**src/rtl/uart_pkg.sv**
```systemverilog
// ----------------------------------------------------------------------------
// uart_pkg : shared receiver FSM state encodings and parity mode constants
// Rev 1.0
// ----------------------------------------------------------------------------
`default_nettype none

package uart_pkg;

  typedef enum logic [2:0] {
    ST_IDLE   = 3'd0,
    ST_START  = 3'd1,
    ST_DATA   = 3'd2,
    ST_PARITY = 3'd3,
    ST_STOP   = 3'd4
  } uart_state_e;

  localparam int PAR_NONE = 0;
  localparam int PAR_EVEN = 1;
  localparam int PAR_ODD  = 2;

endpackage

`default_nettype wire

```
**src/rtl/uart_sync2.sv**
```systemverilog
// ----------------------------------------------------------------------------
// uart_sync2 : two-flop synchronizer, resets to the idle-high line level
// Rev 1.0
// ----------------------------------------------------------------------------
`default_nettype none

module uart_sync2 (
  input  logic clk,
  input  logic rst_n,
  input  logic d_i,
  output logic q_o
);

  logic [1:0] sync_q;

  always_ff @(posedge clk or negedge rst_n) begin
    if (!rst_n) begin
      sync_q <= 2'b11;
    end else begin
      sync_q <= {sync_q[0], d_i};
    end
  end

  assign q_o = sync_q[1];

endmodule

`default_nettype wire

```
**src/rtl/uart_rx_cfg.sv**
```systemverilog
// ----------------------------------------------------------------------------
// uart_rx_cfg : configurable UART receiver with valid/ready word hand-off
// Rev 1.0
// ----------------------------------------------------------------------------
`default_nettype none

module uart_rx_cfg
  import uart_pkg::*;
#(
  parameter int CLKS_PER_BIT = 434,
  parameter int DATA_BITS    = 8,
  parameter int PARITY       = 0,
  parameter int STOP_BITS    = 1
) (
  input  logic                 clk,
  input  logic                 rst_n,
  input  logic                 i_rx_line,
  output logic [DATA_BITS-1:0] o_data,
  output logic                 o_valid,
  input  logic                 i_ready,
  output logic                 o_parity_err,
  output logic                 o_frame_err,
  output logic                 o_overrun,
  output logic                 o_busy
);

  localparam int               CNT_W     = $clog2(CLKS_PER_BIT);
  localparam logic [CNT_W-1:0] CNT_HALF  = CNT_W'((CLKS_PER_BIT - 1) / 2);
  localparam logic [CNT_W-1:0] CNT_FULL  = CNT_W'(CLKS_PER_BIT - 1);
  localparam int               IDX_W     = 4;
  localparam logic [IDX_W-1:0] IDX_DLAST = IDX_W'(DATA_BITS - 1);
  localparam logic [IDX_W-1:0] IDX_SLAST = IDX_W'(STOP_BITS - 1);

  logic                 line_s;
  uart_state_e          state_q, state_d;
  logic [CNT_W-1:0]     cnt_q, cnt_d;
  logic [IDX_W-1:0]     idx_q, idx_d;
  logic [DATA_BITS-1:0] shift_q, shift_d;
  logic                 par_bit_q, par_bit_d;
  logic                 ferr_q, ferr_d;
  logic                 deliver;

  logic [DATA_BITS-1:0] data_q, data_d;
  logic                 valid_q, valid_d;
  logic                 perr_q, perr_d;
  logic                 ferr_out_q, ferr_out_d;
  logic                 ovr_q, ovr_d;
  logic                 perr_calc;
  logic                 data_xor;
  logic                 hs, accept, drop;

  uart_sync2 u_sync (
    .clk   (clk),
    .rst_n (rst_n),
    .d_i   (i_rx_line),
    .q_o   (line_s)
  );

  always_ff @(posedge clk or negedge rst_n) begin
    if (!rst_n) begin
      state_q    <= ST_IDLE;
      cnt_q      <= '0;
      idx_q      <= '0;
      shift_q    <= '0;
      par_bit_q  <= 1'b0;
      ferr_q     <= 1'b0;
      data_q     <= '0;
      valid_q    <= 1'b0;
      perr_q     <= 1'b0;
      ferr_out_q <= 1'b0;
      ovr_q      <= 1'b0;
    end else begin
      state_q    <= state_d;
      cnt_q      <= cnt_d;
      idx_q      <= idx_d;
      shift_q    <= shift_d;
      par_bit_q  <= par_bit_d;
      ferr_q     <= ferr_d;
      data_q     <= data_d;
      valid_q    <= valid_d;
      perr_q     <= perr_d;
      ferr_out_q <= ferr_out_d;
      ovr_q      <= ovr_d;
    end
  end

  // Counter restarts at every sample point, so full-bit spacing is measured from the last sample.
  always_comb begin
    state_d   = state_q;
    cnt_d     = cnt_q;
    idx_d     = idx_q;
    shift_d   = shift_q;
    par_bit_d = par_bit_q;
    ferr_d    = ferr_q;
    deliver   = 1'b0;
    case (state_q)
      ST_IDLE: begin
        if (!line_s) begin
          state_d = ST_START;
          cnt_d   = '0;
          idx_d   = '0;
          ferr_d  = 1'b0;
        end
      end
      ST_START: begin
        if (cnt_q == CNT_HALF) begin
          cnt_d   = '0;
          state_d = line_s ? ST_IDLE : ST_DATA;
        end else begin
          cnt_d = cnt_q + 1'b1;
        end
      end
      ST_DATA: begin
        if (cnt_q == CNT_FULL) begin
          cnt_d = '0;
          for (int i = 0; i < DATA_BITS; i++) begin
            if (idx_q == IDX_W'(i)) shift_d[i] = line_s;
          end
          if (idx_q == IDX_DLAST) begin
            idx_d   = '0;
            state_d = (PARITY != PAR_NONE) ? ST_PARITY : ST_STOP;
          end else begin
            idx_d = idx_q + 1'b1;
          end
        end else begin
          cnt_d = cnt_q + 1'b1;
        end
      end
      ST_PARITY: begin
        if (cnt_q == CNT_FULL) begin
          cnt_d     = '0;
          par_bit_d = line_s;
          state_d   = ST_STOP;
        end else begin
          cnt_d = cnt_q + 1'b1;
        end
      end
      ST_STOP: begin
        if (cnt_q == CNT_FULL) begin
          cnt_d = '0;
          if (!line_s) ferr_d = 1'b1;
          if (idx_q == IDX_SLAST) begin
            idx_d   = '0;
            state_d = ST_IDLE;
            deliver = 1'b1;
          end else begin
            idx_d = idx_q + 1'b1;
          end
        end else begin
          cnt_d = cnt_q + 1'b1;
        end
      end
      default: state_d = ST_IDLE;
    endcase
  end

  assign data_xor = (^shift_q) ^ par_bit_q;

  always_comb begin
    perr_calc = 1'b0;
    if (PARITY == PAR_EVEN) begin
      perr_calc = data_xor;
    end else if (PARITY == PAR_ODD) begin
      perr_calc = ~data_xor;
    end
  end

  // A delivery colliding with a held word only lands if the held word leaves on this same edge.
  assign hs     = valid_q & i_ready;
  assign accept = deliver & (~valid_q | hs);
  assign drop   = deliver & valid_q & ~hs;

  always_comb begin
    data_d     = data_q;
    perr_d     = perr_q;
    ferr_out_d = ferr_out_q;
    valid_d    = valid_q;
    ovr_d      = ovr_q;
    if (accept) begin
      data_d     = shift_q;
      perr_d     = perr_calc;
      ferr_out_d = ferr_d;
      valid_d    = 1'b1;
    end else if (hs) begin
      valid_d = 1'b0;
    end
    if (drop) begin
      ovr_d = 1'b1;
    end else if (hs) begin
      ovr_d = 1'b0;
    end
  end

  assign o_data       = data_q;
  assign o_valid      = valid_q;
  assign o_parity_err = perr_q;
  assign o_frame_err  = ferr_out_q;
  assign o_overrun    = ovr_q;
  assign o_busy       = (state_q != ST_IDLE);

endmodule

`default_nettype wire

```
**config.mk**
```make
export PLATFORM = sky130hd
export DESIGN_NAME = uart_rx_cfg
export DESIGN_NICKNAME = d
export VERILOG_FILES = /design/src/rtl/uart_pkg.sv /design/src/rtl/uart_sync2.sv /design/src/rtl/uart_rx_cfg.sv
export SDC_FILE = /design/constraint.sdc
export NUM_CORES = 1
export LEC_CHECK = 0
export CAP_MARGIN = 40
export CORE_MARGIN = 2
export CORE_UTILIZATION = 54
export CTS_BUF_LIST = sky130_fd_sc_hd__clkbuf_8
export CTS_CLUSTER_SIZE = 8
export DETAILED_ROUTE_END_ITERATION = 8
export HOLD_SLACK_MARGIN = 0.1
export PLACE_DENSITY = 0.78
export SYNTH_ARGS = -nofsm -noshare
export SYNTH_HDL_FRONTEND = slang
export SYNTH_SLANG_ARGS = --single-unit
```
**constraint.sdc**
```tcl
create_clock -name clk -period 2.1 [get_ports clk]
set_clock_uncertainty 0.1 [all_clocks]
set_input_delay 0.42 -clock clk [delete_from_list [all_inputs] [get_ports clk]]
set_output_delay 0.42 -clock clk [all_outputs]
set_load 0.02 [all_outputs]
```
==> reports/results.md, run 1 <==
| Stage | Quantity | Value |
|:---|:---|:---|
| global route | Met1 usage | 26.7% |
| placed design | Detailed Place HPWL | 3.00 mm |
| min path | Worst min-delay path class | reg -> reg |
| global route | Grt peak-use layer | met2 |
| floorplanning | Area inside the core boundary | 3660 µm² |
| cells and area | Most frequent standard cell in the layout excluding fill and tap cells | sky130_fd_sc_hd__dfrtp_1 |
| cts | Root buf cell | sky130_fd_sc_hd__clkbuf_8 |
| logic synthesis | Area share of xor/xnor cells in the synthesized design | 0.427% |
| logic synthesis | Simple-Gate Fraction of Synth Area | 19.2% |
| routing | DRC marker count from the first detailed-route iteration | 81 |
| logic synthesis | Flip-flop and latch count after synthesis | 38 |
| logic synthesis | Syn Inst Count | 190 |
| setup path | Top fanout value on the critical path | 3 |
| cells and area | Ratio of cells with drive above 1 in the final layout | 22.9% |
| routing | Post-detailed-route count of antenna-violating nets | 0 |
| global route | Global-route wire length before repair | 7.02 mm |
| status | Run status | finished, final reports clean |
| cts | Clock transition at the registers of the reported paths | 0.08 ns |
| cts | Cts bufs inserted | 5 |
| min path | Worst hold path stage count | 0 |
| timing | RSZ-0062 raised after global routing | yes |
| cells and area | Number of nets in the layout | 233 |
| setup path | Critical Path Start Type | register |
| global route | Total routing resource utilization after global routing | 21.6% |
| setup path | Family with the most delay on the worst path | compound AO/OA/AOI/OAI gates |
| routing | Routed length per instance | 15.7 µm |
| setup path | Cell Chain, Critical Path | inv_2 -> ha_4 -> or3b_4 -> o32a_1 -> a211oi_2 -> mux2_1 |
| logic synthesis | Largest family of logic cells by synthesized area | simple AND/OR/NAND/NOR gates |
| cells and area | Utilization after layout | 69.2% |
| logic synthesis | Number of enable flip-flop cells after synthesis | 0 |
| cts | Clock tree from TritonCTS | done |
| logic synthesis | Top FF cell, synth | sky130_fd_sc_hd__dfrtp_1 |
| setup path | Flop-to-flop setup slack | 0.003 ns |
| setup path | Number of logic stages on the critical path including buffering | 6 |
| placed design | Number of port buffers | 15 |
| setup path | Slowest stage cell, crit path | sky130_fd_sc_hd__dfrtp_1 |
| power | Switching Share | 19.1% |
| routing | Total wirelength of the detailed-routed design | 4.26 mm |
| min path | Worst Hold Path EP | u_sync.sync_q[1] |
| global route | Overflow left after global routing | 0 |
| logic synthesis | Post-synth ARST share | 100% |
| cts | Worst-skew pair later-pin latency | 0.29 ns |
| floorplanning | Floorplan die area | 4310 µm² |
| power | Flop pwr share | 48.8% |
| setup path | Worst setup startpoint | idx_q[1] |
| global route | Routing usage on met3 | 4.62% |
| power | Clock network fraction of design power | 49.3% |
| logic synthesis | Compound-gate portion of the synthesized area | 14.0% |
| setup path | Number of cells traversed by the worst register-to-register path | 6 |
| timing | Shortest clock period the worst path allows after layout | 2.10 ns |
| global route | Number of antenna violations at the first check in global routing | 0 |
| floorplanning | Row cnt | 22 |
| timing | Finish-stage setup viols | 0 |
| logic synthesis | Register area share after synthesis | 46.5% |
| job | Count of maximum capacitance violations | 0 |
| cts | H-Tree Depth | 2 |
| logic synthesis | Post-Syn Nets | 201 |
| logic synthesis | Number of library cell types mapped by synthesis | 52 |
| routing | Routed via count | 1605 |
| power | Power density normalized to cell area | 595 nW/µm² |
| setup path | Type of the worst setup path | reg -> reg |
| cells and area | Leading cell types in the layout, fill and taps excluded | 35 x sky130_fd_sc_hd__dfrtp_1, 18 x sky130_fd_sc_hd__buf_4, 13 x sky130_fd_sc_hd__clkdlybuf4s50_1 |
| min path | Launch point of the worst hold path | u_sync.sync_q[0] |
| logic synthesis | YS warnings | 0 |
| setup path | Arrival time reported for the critical path endpoint | 2.17 ns |
| logic synthesis | Post-Synth Adder-Cell Area | 4.27% |
| timing | Final hold violation count | 0 |
| power | Switch Pwr | 0.000288 W |
| cts | Sink Count | 38 |
| timing | Post-route worst setup slack | 0.00276 ns |
| global route | Number of global-route vias before repair | 1508 |
| power | Cell internal pwr | 0.00122 W |
| setup path | Worst Path Buf+Inv | 1 |
| cts | Worst-case clock buffer depth | 2 |
| cells and area | Antenna cells | 0 |
| routing | Drt first pass iters | 4 |
| power | Static leakage | 1.12 nW |
| logic synthesis | Multiplexer share of the synthesized area | 10.9% |
| routing | Average via count per standard cell | 5.92 |
| setup path | Startpoint of the most critical register-to-register path | idx_q[1] |
| routing | DRC Markers | 0 |
| floorplanning | Horizontal die dimension | 65.6 µm |
| placed design | Worst slack after detailed placement | -0.0103 ns |
| setup path | Type of destination of the critical path | register |
| global route | Fraction of met2 tracks used by global routing | 36.5% |
| logic synthesis | Cell area after synthesis | 2050 µm² |
| timing | FMAX | 0.477 GHz |
| power | Logic pwr share | 1.9% |
| timing | Worst hold margin | 0.259 ns |
| timing | Period Utilization, post-route | 99.9% |
| setup path | Delay of the slowest cell on the worst path | 0.41 ns |
| timing | Max Transition Viols Final | 0 |
| setup path | Req. time, crit path | 2.17 ns |
| placed design | GP Congestion | 0.855 |
| logic synthesis | Average footprint of a synthesized cell | 10.8 µm² |
| floorplanning | IO Pins | 17 |
| floorplanning | Chip height | 65.6 µm |
| global route | Maximum number of pins on one net before global-route repair | 39 |
| floorplanning | Effective utilization at floorplan | 56.0% |
| power | Worst vdd rail ir drop | 329 µV |
| cells and area | Area delta synth->final | 23.5% |
| setup path | Reg-to-reg endpoint | state_q[1] |
worst max path at each step:
stage | to | slack, ns
after global placement | state_q[1] | 0.09
final | state_q[1] | 0.003
after detailed placement | state_q[2] | -0.01
after global routing | state_q[1] | -0.07
after CTS | state_q[2] | 0.0004
after floorplan | state_q[1] | 0.009
state kept, by name, indices dropped and copies added (netlist names):
register and count:
state_q 3, o_overrun 1, idx_q 4, o_frame_err 1, o_valid 1, shift_q 8, u_sync.sync_q 2, cnt_q 9
o_data 8, ferr_q 1
power by group through the flow:
stage	sequential (W)	combinational [W]	clock [W]
2_1_floorplan	0.000750	0.00000629	0
3_3_place_gp	0.000750	0.0000280	0
3_5_place_dp	0.000750	0.0000287	0
4_1_cts	0.000735	0.0000300	0.000757
5_1_grt	0.000736	0.0000333	0.000786
6_report	0.000735	0.0000291	0.000742
stage by stage:
| step | TNS [ns] | cell area [µm²] | total power, W | instances |
|---|---|---|---|---|
| after global routing | -0.105 | 2530 | 0.00155 | 271 |
| after floorplan | 0 | 2050 | 0.000757 | 190 |
| final | 0 | 2530 | 0.00151 | 271 |
| after detailed placement | -0.0103 | 2320 | 0.000778 | 258 |
| after CTS | 0 | 2470 | 0.00152 | 267 |
| after global placement | 0 | 2320 | 0.000778 | 258 |
cells in the mapped netlist, types with 3 or more instances:
master / count / area [µm²]
sky130_fd_sc_hd__o21ai_1: 6 / 30.0
sky130_fd_sc_hd__buf_2: 5 / 25.0
sky130_fd_sc_hd__ha_1: 7 / 87.6
sky130_fd_sc_hd__inv_1: 9 / 33.8
sky130_fd_sc_hd__nand2b_1: 3 / 18.8
sky130_fd_sc_hd__o211ai_1: 4 / 30.0
sky130_fd_sc_hd__nand2_1: 10 / 37.5
sky130_fd_sc_hd__nor2b_1: 3 / 18.8
sky130_fd_sc_hd__nor3_1: 3 / 15.0
sky130_fd_sc_hd__nor2_1: 13 / 48.8
sky130_fd_sc_hd__nand3_1: 3 / 15.0
sky130_fd_sc_hd__a22oi_1: 4 / 30.0
sky130_fd_sc_hd__o22ai_1: 3 / 18.8
sky130_fd_sc_hd__nand4_1: 11 / 68.8
sky130_fd_sc_hd__o21ai_0: 3 / 15.0
sky130_fd_sc_hd__dfrtp_1: 36 / 901
sky130_fd_sc_hd__mux2_1: 12 / 135
sky130_fd_sc_hd__mux2_2: 7 / 78.8
sky130_fd_sc_hd__o21bai_1: 4 / 30.0
worst register-to-register path: stages (launching register included):
cell	delay, ns
sky130_fd_sc_hd__dfrtp_1	0.41
sky130_fd_sc_hd__inv_2	0.10
sky130_fd_sc_hd__ha_4	0.13
sky130_fd_sc_hd__or3b_4	0.37
sky130_fd_sc_hd__o32a_1	0.22
sky130_fd_sc_hd__a211oi_2	0.31
sky130_fd_sc_hd__mux2_1	0.35
layer usage:
metal,part of all wire [%],up-vias,wire length [µm]
li1,-,763,-
met1,43,785,1830
met2,51,48,2190
met3,4.0,9,172
met4,1.7,0,71
met5,0,-,0
final cells by class:
cell class,instances,area [µm²]
fill,259,1130
sequential,38,955
clock inverter,3,68.8
clock buffer,5,68.8
timing repair buffer,35,309
inverter,9,33.8
multi-input combinational,133,1040
tap,48,60.1
timing repair:
| action | in CTS | in global routing |
|---|---|---|
| gates cloned | 0 | 0 |
| resized for setup | 1 | 10 |
| buffers inserted | 0 | 4 |
| endpoints found under the hold margin | 36 | 0 |
| pin swaps | 1 | 1 |
| endpoints found under the setup margin | 3 | 10 |
| hold buffers | 1 | 0 |
cells by family after synthesis:
group                      after synthesis
AOI/OAI and AO/OA                       39
DFF                                     38
and+or+nand+nor                         65
adders and majority gates                7
xor gates and xnor gates                 1
muxes                                   20
other                                    1
buffers and inverters                   19
No activity file was read; power rests on OpenSTA's default activity.
==> run 2: changes to the inputs <==
CORE_UTILIZATION = 35   (was 54)
PLACE_DENSITY = unset   (was 0.78)
==> run 2 against run 1 <==
  * Utilization fell by 24 points
  * Total power decreased by 7.8%
  * Die area grew 51%
  * Fmax up 3.8%
  * Largest power group is now sequential cells
  * Via count down 2.9%
  * Critical path depth unchanged
  * Register-to-register slack better by 0.08 ns
  * Clock power decreased by 16%
  * Hold slack got worse by 0.00056 ns
  * Clock-buffer cell count is the same
==> reports/results.md, run 2 (synthesized netlist as in run 1, its figures left out) <==
| Stage | Quantity | Value | vs previous |
|:---|:---|:---|:---|
| status | Run status | finished, final reports clean |  |
| setup path | Type of the worst setup path | reg -> reg |  |
| floorplanning | Floorplan die area | 6490 µm² | +51% |
| power | Total power after layout | 0.00139 W | -7.8% |
| cts | Cts bufs inserted | 5 | unchanged |
| floorplanning | Effective utilization at floorplan | 36.8% | -19 points |
| global route | Overflow left after global routing | 0 | unchanged |
| setup path | Delay of the slowest cell on the worst path | 0.40 ns | about the same |
| routing | DRC Markers | 0 | unchanged |
| cells and area | Flip-flop count of the largest register after layout | 9 | unchanged |
| timing | Max Transition Viols Final | 0 | unchanged |
| power | Power density normalized to cell area | 548 nW/µm² | -7.9% |
| setup path | Critical Path Start Type | register |  |
| cts | Worst-skew pair later-pin latency | 0.29 ns | about the same |
| cts | Root buf cell | sky130_fd_sc_hd__clkbuf_8 |  |
| cts | Clock tree from TritonCTS | done |  |
| floorplanning | Area inside the core boundary | 5570 µm² | +52% |
| cells and area | Antenna cells | 0 | unchanged |
| timing | RSZ-0062 raised after global routing | no |  |
| setup path | Number of logic stages on the critical path including buffering | 6 | unchanged |
| min path | Worst hold path stage count | 0 | unchanged |
| routing | Average via count per standard cell | 5.25 | -11% |
| routing | Total wirelength of the detailed-routed design | 4.12 mm | -3.2% |
| setup path | Family with the most delay on the worst path | compound AO/OA/AOI/OAI gates |  |
| timing | FMAX | 0.495 GHz | +3.8% |
| power | Static leakage | 1.11 nW | -0.79% |
| global route | Global-route wire length before repair | 7.33 mm | +4.5% |
| timing | Setup TNS | 0 ns | unchanged |
| routing | Post-detailed-route count of antenna-violating nets | 0 | unchanged |
| routing | Routed via count | 1559 | -2.9% |
| floorplanning | Chip height | 80.5 µm | +23% |
| cells and area | Number of fill cells in the layout | 532 | +110% |
| routing | DRC marker count from the first detailed-route iteration | 121 | +49% |
| global route | Total routing resource utilization after global routing | 14.5% | -7.2 points |
| floorplanning | IO Pins | 17 | unchanged |
| job | Count of maximum capacitance violations | 0 | unchanged |
| timing | Period Utilization, post-route | 96.2% | -3.6 points |
| timing | Finish-stage setup viols | 0 | unchanged |
| setup path | Type of destination of the critical path | register |  |
| routing | Drt first pass iters | 4 | unchanged |
| cells and area | Most frequent standard cell in the layout excluding fill and tap cells | sky130_fd_sc_hd__dfrtp_1 |  |
| setup path | Top fanout value on the critical path | 3 | unchanged |
| setup path | Cell Chain, Critical Path | inv_2 -> ha_4 -> or3b_4 -> o32a_1 -> a211oi_2 -> mux2_1 |  |
| cts | Clock transition at the registers of the reported paths | 0.08 ns | about the same |
| cells and area | Top register by number of flip-flops | cnt_q |  |
| placed design | Number of port buffers | 15 | unchanged |
| placed design | GP Congestion | 0.829 | -3.1% |
| cts | Number of setup buffers added after CTS | 0 | unchanged |
| global route | Number of global-route vias before repair | 1516 | +0.53% |
| cts | Sink Count | 38 | unchanged |
| global route | Maximum number of pins on one net before global-route repair | 16 | -59% |
| power | Worst vdd rail ir drop | 383 µV | +17% |
| setup path | Arrival time reported for the critical path endpoint | 2.09 ns | -0.08 ns |
| timing | Shortest clock period the worst path allows after layout | 2.02 ns | -0.0761 ns |
| cts | Worst-case clock buffer depth | 2 | unchanged |
| routing | Routed length per instance | 13.9 µm | -12% |
| setup path | Req. time, crit path | 2.17 ns | about the same |
| setup path | Worst Path Buf+Inv | 1 | unchanged |
| setup path | Number of cells traversed by the worst register-to-register path | 6 | unchanged |
| global route | Number of antenna violations at the first check in global routing | 0 | unchanged |
| cells and area | Number of nets in the layout | 235 | +0.86% |
| timing | Final hold violation count | 0 | unchanged |
| setup path | Slowest stage cell, crit path | sky130_fd_sc_hd__dfrtp_1 |  |
| cells and area | Area delta synth->final | 23.7% |  |
| floorplanning | Row cnt | 27 | +23% |
| placed design | Detailed Place HPWL | 3.11 mm | +3.4% |
| cells and area | Ratio of cells with drive above 1 in the final layout | 21.8% | -1.1 points |
| cells and area | Leading cell types in the layout, fill and taps excluded | 35 x sky130_fd_sc_hd__dfrtp_1, 20 x sky130_fd_sc_hd__buf_4, 13 x sky130_fd_sc_hd__nor2_1, 13 x sky130_fd_sc_hd__clkdlybuf4s50_1, 12 x sky130_fd_sc_hd__mux2_1 |  |
| floorplanning | Horizontal die dimension | 80.5 µm | +23% |
| cts | H-Tree Depth | 2 | unchanged |
| min path | Worst min-delay path class | reg -> reg |  |
run 2: worst register-to-register path: cells and delay by family (launching register included):
kind	cells	cell delay, ns
simple gates	1	0.37
fa+ha+maj	1	0.12
buf+inv	1	0.08
mux	1	0.34
compound gates	2	0.49
flops	1	0.40
run 2: routing by layer:
metal | vias up | wire length, µm | track usage, %
met5 | - | 0 | 0
met4 | 0 | 45 | 4.07
met3 | 4 | 124 | 3.15
met2 | 24 | 1870 | 22.3
met1 | 769 | 2080 | 20.4
li1 | 762 | - | -
run 2: what timing repair did:
action | CTS | global route
gates resized for setup | 2 | 5
endpoints found under the setup margin | 1 | 2
hold endpoints to repair | 12 | 0
gates cloned | 0 | 0
pin swaps | 0 | 1
hold buffers | 1 | 0
run 2: worst paths after layout:
kind                             startpoint  slack (ns)                to
min in group asynchronous             rst_n        0.46          cnt_q[8]
hold reg to reg            u_sync.sync_q[0]        0.26  u_sync.sync_q[1]
max in group asynchronous             rst_n        0.89  u_sync.sync_q[1]
setup reg to reg                   idx_q[1]        0.08        state_q[2]
setup / recovery                   idx_q[1]        0.08        state_q[2]
hold / removal             u_sync.sync_q[0]        0.26  u_sync.sync_q[1]
run 2: layout make-up:
class | instances | area [µm²] | share of cell area [%]
Inverter | 9 | 33.8 | 1.33
Tap cell | 72 | 90.1 | 3.55
Sequential cell | 38 | 955 | 37.6
Clock inverter | 3 | 45.0 | 1.78
Timing Repair Buffer | 37 | 324 | 12.8
Clock buffer | 5 | 68.8 | 2.71
Multi-Input combinational cell | 133 | 1020 | 40.2
run 2: power by group:
part	total (W)	internal (W)	switching, W	leakage, nW
registers	0.000735	0.000734	0.000000729	0.508
logic	0.0000307	0.00000963	0.0000210	0.550
clock network	0.000623	0.000353	0.000270	0.0504
run 2: stage by stage:
step                      hold slack [ns]  cells  worst slack (ns)  instance area (µm²)  utilization, %
after CTS                           0.260    297            0.0150                 2520            45.2
after detailed placement            0.244    288            0.0388                 2400            43.0
after floorplan                    0.0244    190           0.00935                 2050               -
after global routing                0.266    297            0.0186                 2540            45.5
after global placement              0.247    288             0.101                 2400            43.0
final                               0.259    297            0.0789                 2540            45.5
==> run 3: changes to the inputs <==
CELL_PAD_IN_SITES_DETAIL_PLACEMENT = 2   (was unset)
CELL_PAD_IN_SITES_GLOBAL_PLACEMENT = 2   (was unset)
CORE_MARGIN = unset   (was 2)
PLACE_DENSITY_LB_ADDON = 0.1   (was unset)
==> run 3 against run 2 <==
  * Critical path type unchanged
  * The run now ends with setup timing left
  * Total power grew 2.0%
  * Wire length grew 41%
  * Final cell count grew 2.4%
  * Die area shrank 4.9%
  * Non-clock buffer count grew 7
  * Setup slack lost 0.095 ns
  * Clock-buffer cell count is the same
  * Sequential power is essentially flat
  * Fmax shrank 4.5%
  * Highest routed layer unchanged
  * Critical path depth is the same
  * Largest power group unchanged
==> reports/results.md, run 3 (synthesized netlist as in run 1, its figures left out) <==
| Stage | Quantity | Value | vs previous |
|:---|:---|:---|:---|
| cells and area | Count of placed standard cells in the final layout, fillers left out | 304 | +2.4% |
| cells and area | Leading cell types in the layout, fill and taps excluded | 35 x sky130_fd_sc_hd__dfrtp_1, 25 x sky130_fd_sc_hd__buf_4, 13 x sky130_fd_sc_hd__clkdlybuf4s50_1 |  |
| cells and area | Flip-flop count of the largest register after layout | 9 | unchanged |
| status | Violations in the final reports | setup timing |  |
| cts | Root buf cell | sky130_fd_sc_hd__clkbuf_8 |  |
| power | Worst vdd rail ir drop | 314 µV | -18% |
| routing | DRC Markers | 0 | unchanged |
| cts | Worst-skew pair later-pin latency | 0.30 ns | about the same |
| setup path | Slowest stage cell, crit path | sky130_fd_sc_hd__dfrtp_1 |  |
| routing | Post-detailed-route count of antenna-violating nets | 0 | unchanged |
| cells and area | Antenna cells | 0 | unchanged |
| cells and area | Top register by number of flip-flops | cnt_q |  |
| global route | Number of antenna violations at the first check in global routing | 0 | unchanged |
| status | Run status | finished with violations |  |
| cells and area | Number of nets in the layout | 242 | +3.0% |
| power | Cell internal pwr | 0.00110 W | +0.15% |
| min path | Worst min-delay path class | reg -> reg |  |
| floorplanning | IO Pins | 17 | unchanged |
| setup path | Req. time, crit path | 2.18 ns | about the same |
| routing | Average via count per standard cell | 5.48 | +4.5% |
| placed design | Placed cells | 288 | unchanged |
| setup path | Critical Path Start Type | register |  |
| timing | Max Transition Viols Final | 0 | unchanged |
| timing | Finish-stage setup viols | 2 | +2 |
| floorplanning | Horizontal die dimension | 78.5 µm | -2.5% |
| floorplanning | Effective utilization at floorplan | 36.8% | unchanged |
| job | Count of maximum capacitance violations | 0 | unchanged |
| floorplanning | Floorplan die area | 6170 µm² | -4.9% |
| power | Switching Share | 22.4% | +1.4 points |
| cts | Cts bufs inserted | 5 | unchanged |
| cts | Clock transition at the registers of the reported paths | 0.08 ns | about the same |
| floorplanning | Row cnt | 27 | unchanged |
| placed design | Detailed Place HPWL | 4.18 mm | +35% |
| cells and area | Most frequent standard cell in the layout excluding fill and tap cells | sky130_fd_sc_hd__dfrtp_1 |  |
| timing | Setup TNS | -0.0285 ns | -0.0285 ns |
| global route | Number of global-route vias before repair | 1847 | +22% |
| routing | Total wirelength of the detailed-routed design | 5.82 mm | +41% |
| global route | Total routing resource utilization after global routing | 20.2% | +5.7 points |
| setup path | Delay of the slowest cell on the worst path | 0.40 ns | about the same |
| cells and area | Area delta synth->final | 27.8% |  |
| power | Static leakage | 1.15 nW | +3.9% |
| setup path | Cell Chain, Critical Path | inv_2 -> ha_4 -> or3b_4 -> o32a_1 -> a211oi_2 -> mux2_4 |  |
| timing | RSZ-0062 raised after global routing | yes |  |
| cells and area | Ratio of cells with drive above 1 in the final layout | 25.9% | +4.1 points |
| routing | Routed length per instance | 19.1 µm | +38% |
| power | Power density normalized to cell area | 540 nW/µm² | -1.3% |
| placed design | Worst slack after detailed placement | -0.0441 ns | -0.0829 ns |
| timing | Post-route worst setup slack | -0.0165 ns | -0.0954 ns |
| routing | Drt first pass iters | 4 | unchanged |
| cells and area | Number of fill cells in the layout | 567 | +6.6% |
| cells and area | Area taken by multi-input logic gates | 1040 µm² | +1.6% |
| setup path | Type of the worst setup path | reg -> reg |  |
| timing | Shortest clock period the worst path allows after layout | 2.12 ns | +0.0954 ns |
| timing | FMAX | 0.472 GHz | -4.5% |
| routing | DRC marker count from the first detailed-route iteration | 37 | -69% |
| power | Flop pwr share | 51.9% | -1.0 points |
| power | Total power after layout | 0.00142 W | +2.0% |
| global route | Overflow left after global routing | 0 | unchanged |
| cts | Worst-case clock buffer depth | 2 | unchanged |
| setup path | Arrival time reported for the critical path endpoint | 2.20 ns | +0.11 ns |
| setup path | Type of destination of the critical path | register |  |
| cts | H-Tree Depth | 2 | unchanged |
| placed design | Number of port buffers | 15 | unchanged |
| cts | Clock tree from TritonCTS | done |  |
| cells and area | Storage cell area | 955 µm² | unchanged |
| timing | Period Utilization, post-route | 101% | +4.5 points |
| power | Clock network fraction of design power | 45.7% | +0.8 points |
| floorplanning | Chip height | 78.5 µm | -2.5% |
| power | Switch Pwr | 0.000318 W | +8.9% |
| floorplanning | Area inside the core boundary | 5570 µm² | unchanged |
| global route | Maximum number of pins on one net before global-route repair | 39 | +23 |
| placed design | GP Congestion | 0.818 | -1.3% |
| global route | Global-route wire length before repair | 9.38 mm | +28% |
| setup path | Top fanout value on the critical path | 2 | -1 |
| power | Logic pwr share | 2.4% | +0.2 points |
| cts | Sink Count | 38 | unchanged |
| routing | Routed via count | 1667 | +6.9% |
| timing | Final hold violation count | 0 | unchanged |
[run 3: cell type report]
cell class	instances	share of cell area (%)
multi-input cells	133	39.5
flip-flops and latches	38	36.4
repair buffers	44	15.0
well taps	72	3.44
clock buffers	5	2.63
clock inverters	3	1.72
inverters	9	1.29
[run 3: power by group through the flow]
stage          registers, W  clock network (W)   logic (W)
2_1_floorplan      0.000750                  0  0.00000629
4_1_cts            0.000735           0.000664   0.0000354
3_5_place_dp       0.000750                  0   0.0000336
6_report           0.000735           0.000648   0.0000337
5_1_grt            0.000735           0.000690   0.0000378
3_3_place_gp       0.000750                  0   0.0000326
[run 3: worst max-delay path: cells and delay by family (launching register included)]
| family | cells | cell delay (ns) |
|---|---|---|
| and+or+nand+nor | 1 | 0.38 |
| DFF | 1 | 0.40 |
| buffers and inverters | 1 | 0.09 |
| adders and majority gates | 1 | 0.14 |
| AOI/OAI and AO/OA | 2 | 0.56 |
| muxes | 1 | 0.34 |
[run 3: final timing paths]
check                                 startpoint               end  slack, ns  depth (start not counted)
worst max-delay path                    idx_q[1]        state_q[1]      -0.02                          6
worst min-delay path            u_sync.sync_q[0]  u_sync.sync_q[1]       0.26                          0
worst max register to register          idx_q[1]        state_q[1]      -0.02                          6
worst min register to register  u_sync.sync_q[0]  u_sync.sync_q[1]       0.26                          0
max in group asynchronous                  rst_n  u_sync.sync_q[0]       1.12                          3
min in group asynchronous                  rst_n         o_data[6]       0.51                          3
[run 3: metal layers]
metal | share of wire, % | GRT usage [%]
met1 | 43 | 23.1
met3 | 1.9 | 4.19
met5 | 0 | 0
met2 | 53 | 36.3
met4 | 1.6 | 8.15
[run 3: what timing repair did]
item,CTS,global route
endpoints found under the setup margin,3,11
pin swaps,1,3
endpoints found under the hold margin,36,0
setup buffers,1,6
hold buffers,1,0
gates resized for setup,1,11
[run 3: stage by stage]
step	hold slack, ns	utilization [%]	instance area (µm²)
floorplan	0.0244	-	2050
global placement	0.247	43.2	2410
detailed placement	0.247	43.2	2410
CTS	0.259	45.6	2540
global route	0.262	47.0	2620
finish	0.257	47.0	2620
